<file path="src/rtl/rect_frame_scheduler.sv">
// rect_frame_scheduler
// Shares one rectangle-counting engine between N_SRC pixel sources. Whole
// frames are granted round-robin; the owner's pixel stream is forwarded to
// the engine, and the engine result comes back on a valid/ready port tagged
// with the owning source.
//
// Ports
//   clk, rst_n         clock, asynchronous active-low reset
//   src_req[N]         source i has a frame ready
//   src_valid[N]       per-source pixel beat valid
//   src_pixel[N]       per-source pixel value
//   src_ready[N]       beat accepted (owner only, STREAM only)
//   gnt[N]             current frame owner, one-hot or zero
//   eng_start_frame    one-cycle frame start to engine
//   eng_vld/eng_pixel  pixel beat to engine
//   eng_done           engine frame-complete pulse
//   eng_count          engine result, valid with eng_done
//   res_valid/ready    result handshake
//   res_src            source ID of the result
//   res_count          rectangle count (0 on timeout)
//   res_err            engine did not answer in time
//
// state     | meaning
// IDLE      | arbitrate among requesting sources
// START     | pulse eng_start_frame, clear beat counter
// STREAM    | forward owner beats until the frame's last beat
// WAIT_DONE | wait for eng_done, bounded by the timeout down-counter
// RESULT    | hold result until consumer accepts it
module rect_frame_scheduler #(
    parameter int N_SRC   = 4,
    parameter int COLS    = 1024,
    parameter int ROWS    = 512,
    parameter int CNT_W   = 17,
    parameter int TIMEOUT = 16
) (
    input  logic                       clk,
    input  logic                       rst_n,
    input  logic [N_SRC-1:0]           src_req,
    input  logic [N_SRC-1:0]           src_valid,
    input  logic [N_SRC-1:0]           src_pixel,
    output logic [N_SRC-1:0]           src_ready,
    output logic [N_SRC-1:0]           gnt,
    output logic                       eng_start_frame,
    output logic                       eng_vld,
    output logic                       eng_pixel,
    input  logic                       eng_done,
    input  logic [CNT_W-1:0]           eng_count,
    output logic                       res_valid,
    input  logic                       res_ready,
    output logic [$clog2(N_SRC)-1:0]   res_src,
    output logic [CNT_W-1:0]           res_count,
    output logic                       res_err
);

    localparam int SRC_W  = $clog2(N_SRC);
    localparam int BEATS  = COLS * ROWS;
    localparam int BEAT_W = $clog2(BEATS);
    localparam int TMR_W  = $clog2(TIMEOUT + 1);
    localparam logic [BEAT_W-1:0] LAST_BEAT = BEAT_W'(BEATS - 1);
    localparam logic [TMR_W-1:0]  TMR_LOAD  = TMR_W'(TIMEOUT - 1);

    typedef enum logic [2:0] {IDLE, START, STREAM, WAIT_DONE, RESULT} state_t;

    state_t              state_q, state_d;
    logic [SRC_W-1:0]    owner_q, rr_ptr_q;
    logic [SRC_W-1:0]    pick_idx, cand;
    logic                pick_found;
    logic [N_SRC-1:0]    pick_oh;
    logic [N_SRC-1:0]    gnt_q;
    logic                start_q;
    logic                pix_last_q;
    logic [BEAT_W-1:0]   beat_q;
    logic [TMR_W-1:0]    tmr_q;
    logic                beat_acc;
    logic                res_valid_q;
    logic [SRC_W-1:0]    res_src_q;
    logic [CNT_W-1:0]    res_count_q;
    logic                res_err_q;

    function automatic logic [SRC_W-1:0] wrap_add(input logic [SRC_W-1:0] base, input int off);
        int sum;
        sum = int'(base) + off;
        if (sum >= N_SRC) sum = sum - N_SRC;
        return SRC_W'(sum);
    endfunction

    // Round-robin pick: first requester at or after rr_ptr, wrapping.
    always_comb begin
        pick_found = 1'b0;
        pick_idx   = '0;
        cand       = '0;
        pick_oh    = '0;
        for (int i = 0; i < N_SRC; i++) begin
            cand = wrap_add(rr_ptr_q, i);
            if (!pick_found && src_req[cand]) begin
                pick_found = 1'b1;
                pick_idx   = cand;
            end
        end
        pick_oh[pick_idx] = 1'b1;
    end

    always_ff @(posedge clk or negedge rst_n) begin
        if (!rst_n) state_q <= IDLE;
        else        state_q <= state_d;
    end

    // Next state plus the zero-latency stream path to the engine. On stall
    // cycles eng_pixel shows the last forwarded value rather than the owner's
    // current (invalid) pixel.
    always_comb begin
        state_d   = state_q;
        beat_acc  = 1'b0;
        src_ready = '0;
        eng_vld   = 1'b0;
        eng_pixel = pix_last_q;
        case (state_q)
            IDLE: begin
                if (pick_found) state_d = START;
            end
            START: begin
                state_d = STREAM;
            end
            STREAM: begin
                src_ready = gnt_q;
                if (src_valid[owner_q]) begin
                    eng_vld   = 1'b1;
                    eng_pixel = src_pixel[owner_q];
                    beat_acc  = 1'b1;
                    if (beat_q == LAST_BEAT) state_d = WAIT_DONE;
                end
            end
            WAIT_DONE: begin
                if (eng_done || (tmr_q == '0)) state_d = RESULT;
            end
            RESULT: begin
                if (res_ready) state_d = IDLE;
            end
            default: state_d = IDLE;
        endcase
    end

    always_ff @(posedge clk or negedge rst_n) begin
        if (!rst_n) begin
            owner_q     <= '0;
            rr_ptr_q    <= '0;
            gnt_q       <= '0;
            start_q     <= 1'b0;
            pix_last_q  <= 1'b0;
            beat_q      <= '0;
            tmr_q       <= '0;
            res_valid_q <= 1'b0;
            res_src_q   <= '0;
            res_count_q <= '0;
            res_err_q   <= 1'b0;
        end else begin
            start_q <= 1'b0;
            case (state_q)
                IDLE: begin
                    if (pick_found) begin
                        owner_q <= pick_idx;
                        gnt_q   <= pick_oh;
                        start_q <= 1'b1;
                    end
                end
                START: begin
                    beat_q <= '0;
                end
                STREAM: begin
                    // Reloaded every stream cycle so WAIT_DONE starts full.
                    tmr_q <= TMR_LOAD;
                    if (beat_acc) begin
                        pix_last_q <= src_pixel[owner_q];
                        if (beat_q != LAST_BEAT) beat_q <= beat_q + BEAT_W'(1);
                    end
                end
                WAIT_DONE: begin
                    // eng_done is checked first so it wins over a
                    // simultaneous terminal count.
                    if (eng_done) begin
                        res_valid_q <= 1'b1;
                        res_src_q   <= owner_q;
                        res_count_q <= eng_count;
                        res_err_q   <= 1'b0;
                    end else if (tmr_q == '0) begin
                        res_valid_q <= 1'b1;
                        res_src_q   <= owner_q;
                        res_count_q <= '0;
                        res_err_q   <= 1'b1;
                    end else begin
                        tmr_q <= tmr_q - TMR_W'(1);
                    end
                end
                RESULT: begin
                    if (res_ready) begin
                        res_valid_q <= 1'b0;
                        gnt_q       <= '0;
                        rr_ptr_q    <= wrap_add(owner_q, 1);
                    end
                end
                default: ;
            endcase
        end
    end

    assign gnt             = gnt_q;
    assign eng_start_frame = start_q;
    assign res_valid       = res_valid_q;
    assign res_src         = res_src_q;
    assign res_count       = res_count_q;
    assign res_err         = res_err_q;

endmodule

</file>
<file path="config.mk">
export PLATFORM = sky130hd
export DESIGN_NAME = rect_frame_scheduler
export DESIGN_NICKNAME = d
export VERILOG_FILES = /design/src/rtl/rect_frame_scheduler.sv
export SDC_FILE = /design/constraint.sdc
export NUM_CORES = 1
export LEC_CHECK = 0
export BUFFER_PORTS_ARGS = -buffer_cell sky130_fd_sc_hd__buf_4
export CAP_MARGIN = 20
export CORE_MARGIN = 1.5
export CORE_UTILIZATION = 58
export CTS_CLUSTER_DIAMETER = 60
export DETAILED_ROUTE_END_ITERATION = 10
export PLACE_DENSITY = 0.85
export SLEW_MARGIN = 10
export SYNTH_ARGS = -nofsm -noshare
export SYNTH_HDL_FRONTEND = slang
export SYNTH_SLANG_ARGS = --single-unit
</file>
<file path="constraint.sdc">
create_clock -name clk -period 3.1 [get_ports clk]
set_input_delay 0.62 -clock clk [delete_from_list [all_inputs] [get_ports clk]]
set_output_delay 0.62 -clock clk [all_outputs]
set_load 0.005 [all_outputs]
</file>
== After elaboration in Yosys (flattened, before gate mapping) ==
Index checks and enable logic that the tools add are counted.
W data, S select, Z words.

* Output and inout port bits: 32
* Bits in latches: 0
* Logic and storage cells: 133
* Register bits: 58
* Memories kept: 0
* Bits in writable memories: 0
* Input bits: 33
* ROM bits: 0

* Bitwise logic cells: 0
* Order comparisons: 12
* Shift operators: 0
* Add/sub/neg operators: 11
* Mux-type cells: 58
* Reduce and logical (&&, ||, !) cells: 24
* Multiply operators: 0
* Div/mod/pow operators: 0
* Equal/unequal tests: 16

{| class="wikitable"
|+ Operators by type and width
! cell !! count
|-
| $mux W19 || 2
|-
| $pmux W19 S2 || 1
|-
| $mux W17 || 2
|-
| $mux W2 || 11
|-
| $mux W1 || 21
|-
| $add A19 B1 Y19 const B || 1
|-
| $eq A19 B19 Y1 const B || 1
|-
| $ne A19 B19 Y1 const B || 1
|-
| $lt A2 B3 Y1 const B || 6
|-
| $ne A2 B2 Y1 const B || 9
|-
| $mux W3 || 5
|-
| $pmux W3 S5 || 1
|-
| $bmux W1 S2 || 6
|-
| $ge A3 B3 Y1 const B || 4
|-
| $mux W4 || 3
|-
| $reduce_and A3 Y1 || 4
|-
| $mux W5 || 2
|-
| $pmux W5 S2 || 1
|-
| $reduce_bool A2 Y1 || 5
|-
| $sub A2 B1 Y2 const B || 5
|-
| $pmux W4 S2 || 1
|-
| $reduce_and A2 Y1 || 4
|-
| $add A2 B1 Y3 const B || 2
|-
| $add A2 B2 Y3 const B || 2
|-
| other kinds (15) || 21
|}

== Depth between registers and ports, before layout ==
* Depth after elaboration: 20
* Depth in mapped cells: 7

== Worst setup path before layout ==
OpenSTA, ideal clock, no wires.

* Kind: in2out
* From: input src_valid[3]
* To: output eng_pixel
* Arrival time: 1.581 ns
* Stages on the path: 6
* Setup slack: 0.899 ns
* Data required time: 2.480 ns
* Cells stage by stage: mux4_2 nand2_4 buf_4 inv_2 nand2_1 nand2_1

* Word-level cells in the longest chain between the ends: 4

{| class="wikitable"
|+ RTL lines
! item !! RTL line !! source
|-
| from (decl) || 39 || <nowiki>input logic [N_SRC-1:0] src_valid,</nowiki>
|-
| $bmux W1 S2 || 126 || <nowiki>if (src_valid[owner_q]) begin</nowiki>
|-
| $mux W1 (implied by the code) || 126 ||
|-
| $mux W1 || 126 ||
|-
| $mux W1 || 117 || <nowiki>case (state_q)</nowiki>
|-
| to (decl) || 45 || <nowiki>output logic eng_pixel,</nowiki>
|}

Every way passes these cells. The select of a mux whose other input is x is not followed.

== Worst setup path after layout ==
* From: register owner_q[0]
* To: output eng_pixel

* Word-level cells in the longest chain between the ends: 4
* Elaborated cells on any way between the ends: 6

{| class="wikitable"
|+ RTL lines
! item !! RTL line !! source
|-
| from (decl) || 65 || <nowiki>logic [SRC_W-1:0] owner_q, rr_ptr_q;</nowiki>
|-
| from (signal assigned) || 161 || <nowiki>owner_q <= pick_idx;</nowiki>
|-
| $bmux W1 S2, on equally long branches || 128, 126 ||
|-
| $mux W1, on equally long branches || 128, 126 ||
|-
| $mux W1 (*) || 126 ||
|-
| $mux W1 (*) || 117 ||
|}

Mark *: on every way between the ends. The rest lies on a longest branch, timed or not. The select of a mux whose other input is x is not followed.

==> impl_metrics.tcl <==
set metrics [dict create \
    timing.fmax_ghz 0.382 \
    worstHoldPathType "primary input to async pin" \
    fin_tns_setup_ns 0 \
    ant_nets 0 \
    drtPass1Iterations 4 \
    worst_hold_slack_ns 0.328 \
    post_synth.cell_area_avg_um2 10.7 \
    timing.critical_path.from_type "register" \
    max_cap_viol_count 0 \
    cell_internal_power_uw 2120 \
    core_mm2 0.00472 \
    floorplan.initialDensity_pct 60.6 \
    required_ns 2.48 \
    tritoncts "done" \
    global_route.overflow_total 0 \
    drcViolationCount 0 \
    syn_inst 267 \
    synth_area_leaders "sky130_fd_sc_hd__dfrtp_1 (51%), sky130_fd_sc_hd__mux2i_1 (5.9%), sky130_fd_sc_hd__a22o_1 (5.2%)" \
    final_min_period_over_clock_period_pct 84.4 \
    clk_root_buffer_cell "sky130_fd_sc_hd__clkbuf_8" \
    drtIter0Drc 148 \
    fp.dieH_um 73.2 \
    timing.final.hold_violations 0 \
    yosysWarnings 0 \
    power_switching_share_pct 31.7 \
    cp_data_arrival_time_ns 2.00 \
    synth_top_area_share_pct 50.7 \
    syn_to_final_growth_pct 26.3 \
    switchingPower_uw 984 \
    die_x_um 73.2 \
    setup.reg_to_reg.worst_slack_ns 0.88 \
    postLayoutCoreUtil_pct 76.5 \
    placementRows 25 \
    pin_count 65 \
    path_max_fanout 16 \
    vias_in_the_first_global_route 2345 \
    synth_top_area_cell "sky130_fd_sc_hd__dfrtp_1" \
    run_status "complete, no violations" \
    worst_r2r_endpoint "beat_q[10]" \
    postCtsHoldBufs 0 \
    placedCellCount 385 \
    cts-htree-levels 3 \
    grt_start_max_net_pins 59 \
    cts-buffers-inserted 9 \
    num_vias 2318 \
    power.share.combinational_pct 33.8 \
    worst_setup_ep_type "output pin" \
    seq_area_frac_synth_pct 50.7 \
    finalMaxSlewViolations 0 \
    p_per_area_mw_per_mm2 860 \
    timing_worst_slew_pin_value_ns 0.926 \
    synth_enable_flop_cells 0 \
    syn_nets 302 \
    timing.final.setup_violations 0 \
    fin_cells 401 \
    finalWorstPathRequiredPeriod_ns 2.62 \
    grtUsageTotal_pct 26.1 \
    crit_type "register to output pin" \
    postRouteWirelength_um 6290 \
    max-slew-margin-rel_pct 37.7 \
    finClkSkew_ns 0.00449 \
    routed_via_density 5.78 \
    ir_drop_mv 0.552 \
    dp_hpwl_um 4340 \
    rsz0062_at_grt "false" \
    clock_power_share_pct 27.9 \
    timing.reg2reg.worst_path_depth 5 \
    count_of_buffers_from_port_buffering 64 \
    fraction_of_final_layout_cells_with_drive_strength_greater_than_1_pct 27.5 \
    fin_total_pwr_uw 3110 \
    p_leak_uw 0.00169 \
    initial_antenna_violation_count 0 \
    die-area_mm2 0.00536 \
    fillerInstances 336 \
    ys_types 47 \
    mappedNetlistArea_mm2 0.00286 \
    seq_power_share_pct 38.3 \
    global_route_wire_length_before_repair_um 10600 \
    synth_top_flop_cell "sky130_fd_sc_hd__dfrtp_1" \
    r2r_start "beat_q[0]" \
    post_cts_resize_count 0 \
    insertion_delay_of_the_later_clocked_pin_in_the_worst_skew_pair_ns 0.33 \
    clock-sinks 58 \
    cts.reportedPaths.clkPinSlew_ns 0.06 \
    antennaDiodeCount 0 \
    gp_congestion 0.942 \
    synth-async-reset-ratio_pct 100 \
    drt-wirelength-per-cell_um 15.7 \
    nets 364 \
    ys_ff_latch 58 \
    cts_buffer_depth 2 \
    cts_post_setup_buffers_inserted 0 \
]
-- cell usage in the layout, fill, tap and decap left out, types with 4 or more instances in the layout --
master and n:
sky130_fd_sc_hd__buf_4 67, sky130_fd_sc_hd__dfrtp_1 58, sky130_fd_sc_hd__nand2_1 30, sky130_fd_sc_hd__mux2i_1 17, sky130_fd_sc_hd__a22o_1 17, sky130_fd_sc_hd__a21oi_1 15, sky130_fd_sc_hd__nand2b_1 12, sky130_fd_sc_hd__clkbuf_8 11
sky130_fd_sc_hd__nor2_1 10, sky130_fd_sc_hd__nand4_1 8, sky130_fd_sc_hd__and2_1 7, sky130_fd_sc_hd__nand3_1 7, sky130_fd_sc_hd__a211oi_1 6, sky130_fd_sc_hd__inv_1 5, sky130_fd_sc_hd__nor4_1 5, sky130_fd_sc_hd__nor3_1 4
sky130_fd_sc_hd__mux2_2 4, sky130_fd_sc_hd__and3_1 4, sky130_fd_sc_hd__o21ai_0 4, sky130_fd_sc_hd__a32o_1 4
-- worst max-delay path: stages, from the launching register on --
cell,delay (ns)
sky130_fd_sc_hd__dfrtp_1,0.50
sky130_fd_sc_hd__mux4_2,0.63
sky130_fd_sc_hd__nand2_4,0.21
sky130_fd_sc_hd__inv_2,0.07
sky130_fd_sc_hd__nand2_1,0.07
sky130_fd_sc_hd__nand2_1,0.06
sky130_fd_sc_hd__buf_4,0.13
-- metrics by stage --
stage               setup WS (ns)  area (µm²)
finish                      0.482        3610
global route                0.389        3610
CTS                         0.465        3610
detailed placement          0.667        3360
global placement            0.697        3360
floorplan                   0.899        2860
-- synth_stat cells, types with 6 or more instances --
cell                        n
sky130_fd_sc_hd__and2_1     7
sky130_fd_sc_hd__buf_2      9
sky130_fd_sc_hd__dfrtp_1   58
sky130_fd_sc_hd__a211oi_1   6
sky130_fd_sc_hd__nand4_1    8
sky130_fd_sc_hd__a22o_1    17
sky130_fd_sc_hd__nor2_1    10
sky130_fd_sc_hd__mux2i_1   17
sky130_fd_sc_hd__a21oi_1   15
sky130_fd_sc_hd__nand3_1    7
sky130_fd_sc_hd__nand2_1   30
sky130_fd_sc_hd__nand2b_1  12
-- layout make-up --
class / instances / area [µm²] / share of cell area, %
Clock inverter: 4 / 97.6 / 2.70
Clock buffer: 12 / 155 / 4.29
Sequential cell: 58 / 1450 / 40.2
Inverter: 6 / 22.5 / 0.623
Multi-Input combinational cell: 187 / 1300 / 36.0
Tap cell: 67 / 83.8 / 2.32
Timing Repair Buffer: 67 / 503 / 13.9
-- state kept, by name, summed over array words and instances (netlist names) --
name and count:
res_valid 1, rr_ptr_q 2, res_count 17, beat_q 19, res_err 1, pix_last_q 1
eng_start_frame 1, gnt 4, res_src 2, owner_q 2, tmr_q 5, state_q 3
-- worst max path at each step --
stage	start	end	slack (ns)	cells past startpoint
floorplan	src_valid[3]	eng_pixel	0.90	6
CTS	owner_q[0]	eng_pixel	0.47	6
global route	owner_q[0]	eng_pixel	0.39	6
finish	owner_q[0]	eng_pixel	0.48	6
detailed placement	src_valid[3]	eng_pixel	0.67	7
global placement	src_valid[3]	eng_pixel	0.70	7
-- routing by layer --
metal	part of all wire, %	global-route usage (%)	vias to the layer above
met1	40	30.3	1123
li1	-	-	1112
met3	5.6	6.22	10
met5	0	0	-
met2	53	45.4	73
met4	1.5	11.9	0
-- cells by family (layout without fill, tap and decap cells) --
group,Yosys count,in the layout,synth area share [%]
AOI/OAI and AO/OA,58,58,14.8
xor gates and xnor gates,1,1,0.306
adders and majority gates,2,2,0.875
buffers and inverters,22,89,3.81
DFF,58,58,50.7
muxes,23,23,9.23
and+or+nand+nor,103,103,20.2
-- power by group through the flow --
stage / Combinational (µW) / Sequential [µW] / Clock, µW
6_report: 1050 / 1190 / 866
5_1_grt: 1160 / 1220 / 920
4_1_cts: 1060 / 1190 / 877
3_5_place_dp: 1060 / 1180 / 0
3_3_place_gp: 1010 / 1180 / 0
2_1_floorplan: 660 / 1140 / 0
(Power assumes the default switching activity.)
